**src/rtl/shift_ring_mem.sv**
```systemverilog
// Bit-serial ring-buffer memory: one rotating shift-register loop whose low word is the head window.
// Requests rotate the loop forward the minimum distance to the target, then commit one read/modify cycle.
module shift_ring_mem #(
  parameter int DEPTH       = 16,
  parameter int DATA_WIDTH  = 8,
  parameter int SHIFT_WIDTH = 1,
  parameter int ADDR_WIDTH  = $clog2(DEPTH)
) (
  input  logic                  clk,
  input  logic                  rst,
  input  logic                  req_valid,
  output logic                  req_ready,
  input  logic [1:0]            req_op,
  input  logic [ADDR_WIDTH-1:0] req_addr,
  input  logic [DATA_WIDTH-1:0] req_wdata,
  output logic                  resp_valid,
  output logic [DATA_WIDTH-1:0] resp_rdata,
  output logic                  resp_err,
  output logic [ADDR_WIDTH-1:0] head_addr,
  output logic                  busy
);

  localparam int WPW   = DATA_WIDTH / SHIFT_WIDTH;
  localparam int TOTAL = DEPTH * DATA_WIDTH;
  localparam int CNT_W = $clog2(DEPTH * WPW + 1);
  localparam int PH_W  = (WPW > 1) ? $clog2(WPW) : 1;

  localparam logic [ADDR_WIDTH:0]   DEPTH_X   = (ADDR_WIDTH + 1)'(DEPTH);
  localparam logic [ADDR_WIDTH-1:0] LAST_ADDR = ADDR_WIDTH'(DEPTH - 1);
  localparam logic [CNT_W-1:0]      WPW_C     = CNT_W'(WPW);
  localparam logic [CNT_W-1:0]      CLR_STEPS = CNT_W'(DEPTH * WPW);
  localparam logic [PH_W-1:0]       PH_LAST   = PH_W'(WPW - 1);

  if (DATA_WIDTH % SHIFT_WIDTH != 0) begin : g_bad_shift_width
    $error("shift_ring_mem: DATA_WIDTH must be a multiple of SHIFT_WIDTH");
  end

  typedef enum logic [1:0] {IDLE, SHIFT, COMMIT, CLEAR} state_t;

  state_t                state;
  logic [TOTAL-1:0]      ring;
  logic [CNT_W-1:0]      cnt;
  logic [PH_W-1:0]       phase;
  logic [1:0]            op_q;
  logic [DATA_WIDTH-1:0] wdata_q;
  logic                  err_q;

  logic [TOTAL-1:0]      ring_rot;
  logic [TOTAL-1:0]      ring_clr;
  logic [DATA_WIDTH-1:0] head_word;
  logic [ADDR_WIDTH-1:0] head_inc;
  logic [ADDR_WIDTH:0]   diff_word;
  logic [CNT_W-1:0]      steps;
  logic                  addr_ok;

  // The head word sits in the low bits; rotating right moves the next word into the window.
  assign ring_rot  = {ring[SHIFT_WIDTH-1:0], ring[TOTAL-1:SHIFT_WIDTH]};
  assign ring_clr  = {{SHIFT_WIDTH{1'b0}}, ring[TOTAL-1:SHIFT_WIDTH]};
  assign head_word = ring[DATA_WIDTH-1:0];
  assign head_inc  = (head_addr == LAST_ADDR) ? '0 : head_addr + ADDR_WIDTH'(1);
  assign addr_ok   = ({1'b0, req_addr} < DEPTH_X);

  always_comb begin
    diff_word = '0;
    if (req_addr >= head_addr)
      diff_word = {1'b0, req_addr} - {1'b0, head_addr};
    else
      diff_word = {1'b0, req_addr} + DEPTH_X - {1'b0, head_addr};
    steps = CNT_W'(diff_word) * WPW_C;
  end

  always_ff @(posedge clk or posedge rst) begin
    if (rst) begin
      state      <= IDLE;
      ring       <= '0;
      cnt        <= '0;
      phase      <= '0;
      op_q       <= '0;
      wdata_q    <= '0;
      err_q      <= 1'b0;
      head_addr  <= '0;
      req_ready  <= 1'b1;
      resp_valid <= 1'b0;
      resp_rdata <= '0;
      resp_err   <= 1'b0;
      busy       <= 1'b0;
    end else begin
      resp_valid <= 1'b0;
      case (state)
        IDLE: begin
          if (req_valid && req_ready) begin
            op_q      <= req_op;
            wdata_q   <= req_wdata;
            phase     <= '0;
            req_ready <= 1'b0;
            busy      <= 1'b1;
            err_q     <= 1'b0;
            if (req_op == 2'b11) begin
              state <= CLEAR;
              cnt   <= CLR_STEPS;
            end else if (!addr_ok) begin
              state      <= COMMIT;
              err_q      <= 1'b1;
              resp_valid <= 1'b1;
              resp_err   <= 1'b1;
              resp_rdata <= '0;
            end else if (steps == '0) begin
              state      <= COMMIT;
              resp_valid <= 1'b1;
              resp_err   <= 1'b0;
              resp_rdata <= head_word;
            end else begin
              state <= SHIFT;
              cnt   <= steps;
            end
          end
        end
        SHIFT, CLEAR: begin
          ring <= (state == CLEAR) ? ring_clr : ring_rot;
          cnt  <= cnt - CNT_W'(1);
          // head_addr follows whole-word steps only, so it lands on the target exactly at COMMIT
          if (phase == PH_LAST) begin
            phase     <= '0;
            head_addr <= head_inc;
          end else begin
            phase <= phase + PH_W'(1);
          end
          if (cnt == CNT_W'(1)) begin
            state      <= COMMIT;
            resp_valid <= 1'b1;
            resp_err   <= 1'b0;
            resp_rdata <= (state == CLEAR) ? '0 : ring_rot[DATA_WIDTH-1:0];
          end
        end
        COMMIT: begin
          if (!err_q) begin
            if (op_q == 2'b01)
              ring[DATA_WIDTH-1:0] <= wdata_q;
            else if (op_q == 2'b10)
              ring[DATA_WIDTH-1:0] <= head_word + DATA_WIDTH'(1);
          end
          state     <= IDLE;
          req_ready <= 1'b1;
          busy      <= 1'b0;
        end
        default: state <= IDLE;
      endcase
    end
  end

endmodule

```
**config.mk**
```make
export PLATFORM = sky130hd
export DESIGN_NAME = shift_ring_mem
export DESIGN_NICKNAME = d
export VERILOG_FILES = /design/src/rtl/shift_ring_mem.sv
export SDC_FILE = /design/constraint.sdc
export NUM_CORES = 1
export LEC_CHECK = 0
export ABC_AREA = 1
export CORE_AREA = 2 2 123 173
export DETAILED_ROUTE_END_ITERATION = 8
export DIE_AREA = 0 0 125 175
export PLACE_DENSITY_LB_ADDON = 0.08
export RECOVER_POWER = 25
export SLEW_MARGIN = 40
export SYNTH_ARGS = -nofsm -noshare
export SYNTH_HDL_FRONTEND = slang
export SYNTH_SLANG_ARGS = --single-unit
```
**constraint.sdc**
```tcl
create_clock -name clk -period 8.6 [get_ports clk]
set_input_delay 1.29 -clock clk [delete_from_list [all_inputs] [get_ports clk]]
set_output_delay 1.29 -clock clk [all_outputs]
set_load 0.05 [all_outputs]
```
==> results.md <==
- Die area: 21900 µm²
- ANT cells: 0
- Max-capacitance violation count: 1
- Root buf cell: clkbuf_16
- Vias in the first global route: 5251
- Nets in the synthesized netlist: 816
- CTS Hold Bufs: 0
- Flop and latch count out of synthesis: 166
- PwrDens: 186 nW/µm²
- H-tree depth: 4
- Synthesized area per cell: 8.91 µm²
- Count leader, synth: nand2_1
- Final Cycle Share: 58.5%
- NumNets Final: 836
- Met3 Use GR: 3.49%
- Vias per cell: 4.72
- Async SR Flop Fraction: 100%
- # setup viols final: 0
- Post-Route Skew: 0.00753 ns
- Worst-margin pin slew: 4.10 ns
- Port Buf Inserts: 31
- Startpoint type of the worst setup path: flip-flop
- RSZ-0062 raised after global routing: no
- Setup tns final: 0 ns
- Setup repair bufs after CTS: 0
- Syn. warnings: 0
- Cell count after synthesis: 787
- Hold Vio Cnt, Final: 0
- I/O pin count: 33
- Initial antenna violation count: 0
- Via Count: 5074
- Met2 Resource Use GR: 23.4%
- TritonCTS clock tree: done
- Synth unique cells: 34
- Post-synth EDFFs: 0
- Post-CTS Resized: 0
- Remaining DRCs: 0
- Cell row count: 62
- Largest net degree at the start of global routing: 124
- Worst setup margin: 3.57 ns
- DR iter-0 viols: 336
- Dominant cell type by area after synthesis: dfrtp_1
- First-pass GRT wire length: 24800 µm
- Ys flop type: dfrtp_1
- Worst EP required: 8.71 ns
- Clock transition at path regs: 0.06 ns
- Headroom to the max-slew limit: -173%
- Synth top area cells: dfrtp_1, nand2_1, o21ai_0
- Max IR drop VDD: 0.000132 V
- Busiest grt layer: met2
- Worst EP arrival: 5.14 ns
- CTS Buffer Depth: 2
- Hold-critical path depth: 2
- DP Worst Slack: 5.00 ns
- Core box area: 20300 µm²
- WL/cell: 13.1 µm
- Initial Util: 34.5%
- Worst Reg-to-Reg Cells: 2
- Max Fclk: 199 MHz
- Outcome: finished with violations
- Fin cells: 1076
- Met1 usage: 16.9%
- CTS Sinks: 166
- Chip Width: 125 µm
- Final GP Congestion: 0.854
- Dpl cells: 1044
- Register area share after synthesis: 59.2%
- Core Util, Final: 39.8%
- Chip height: 175 µm
- Detail Placement HPWL: 8830 µm
- Top-area cell type share of the netlist area: 58.9%
- Critical path class: reg2reg
- Synth Cell Area: 7020 µm²
- Clock latency at the later pin of the worst-skew pair: 0.42 ns
- Layout cells sized above 1: 5.37%
- Leakage: 3.71 nW
- Worst-path maximum fanout: 111
- Endpoint class of the critical path: flip-flop
- Total track usage: 13.7%
- ANT nets after route: 0
- Grt ovf: 0
- Violated checks: capacitance limit, slew limit
- Crit path time final: 5.03 ns
- Worst min-delay path class: reg2reg
- Routed Wire Length: 14100 µm
- P&R area growth vs syn: 15.2%
- CTS Buf Count: 17
- Final Power: 1.51 mW
- Top post-synthesis cells by count: nand2_1, dfrtp_1, o21ai_0
- Final Max Slew Viols: 112
- First-pass DRT Iterations: 4
-- worst paths after layout --
path | start | to | slack (ns)
setup / recovery | state[0] | ring[90] | 3.57
hold / removal | wdata_q[1] | wdata_q[1] | 0.48
setup reg to reg | state[0] | ring[90] | 3.57
hold reg to reg | wdata_q[1] | wdata_q[1] | 0.48
max in group asynchronous | rst | ring[2] | 6.10
min in group asynchronous | rst | ring[36] | 1.38
-- layout make-up --
type,instances,area (µm²)
fillers,2052,12200
flip-flops and latches,166,4160
multi-input cells,484,2330
clock buffers,20,447
inverters,104,399
repair buffers,34,339
well taps,256,320
clock inverters,12,97.6
-- flip-flops by register name (all words and copies together) (netlist names) --
register	flops
busy	1
cnt	8
head_addr	4
op_q	2
phase	3
req_ready	1
resp_rdata	8
resp_valid	1
ring	128
state	2
wdata_q	8
-- worst max-delay path, stage by stage, from the launching register on --
cell,delay (ns)
dfrtp_1,1.26
clkbuf_1,2.97
o21ai_0,0.47
-- cells in the final DEF (no fill, tap or decap), types with 5 or more instances in the layout --
cell type | netlist | layout
nor2_1 | 17 | 17
o21ai_0 | 149 | 149
a21oi_1 | 18 | 18
ha_1 | 11 | 11
xor2_1 | 5 | 5
dfrtp_1 | 165 | 165
inv_1 | 103 | 101
nand2_1 | 221 | 221
clkinv_4 | 0 | 6
clkbuf_16 | 0 | 17
clkdlybuf4s50_1 | 0 | 31
nand3_1 | 32 | 32
o22ai_1 | 9 | 9
-- logic make-up (layout without fill, tap and decap cells) --
logic type / Yosys count / in the layout / share of synthesized area (%)
flip-flops: 166 / 166 / 59.2
AO/OA/AOI/OAI: 185 / 185 / 13.7
AND/OR/NAND/NOR: 280 / 280 / 16.4
XOR/XNOR: 6 / 6 / 0.749
adder cells (fa/ha/maj): 12 / 12 / 2.25
buffers and inverters: 137 / 170 / 7.60
other: 1 / 1 / 0.0535
-- through the flow --
stage	hold slack [ns]	area, µm²
2_1_floorplan	0.437	7020
3_3_place_gp	0.464	7540
3_5_place_dp	0.470	7550
4_1_cts	0.485	8090
5_1_grt	0.512	8090
6_report	0.476	8090
-- per-layer routing --
layer  vias to the layer above  part of all wire (%)
met3                        14                   3.2
met4                         0                   1.6
li1                       2546                     -
met5                         -                     0
met1                      2439                    47
met2                        75                    49
-- power by group --
part           switching, mW  internal [mW]  leakage [nW]
Clock                  0.314          0.381         0.257
Combinational         0.0227        0.00951          1.22
Sequential                 0          0.781          2.24
Total                  0.337           1.17          3.71
No activity file was read; power rests on OpenSTA's default activity.
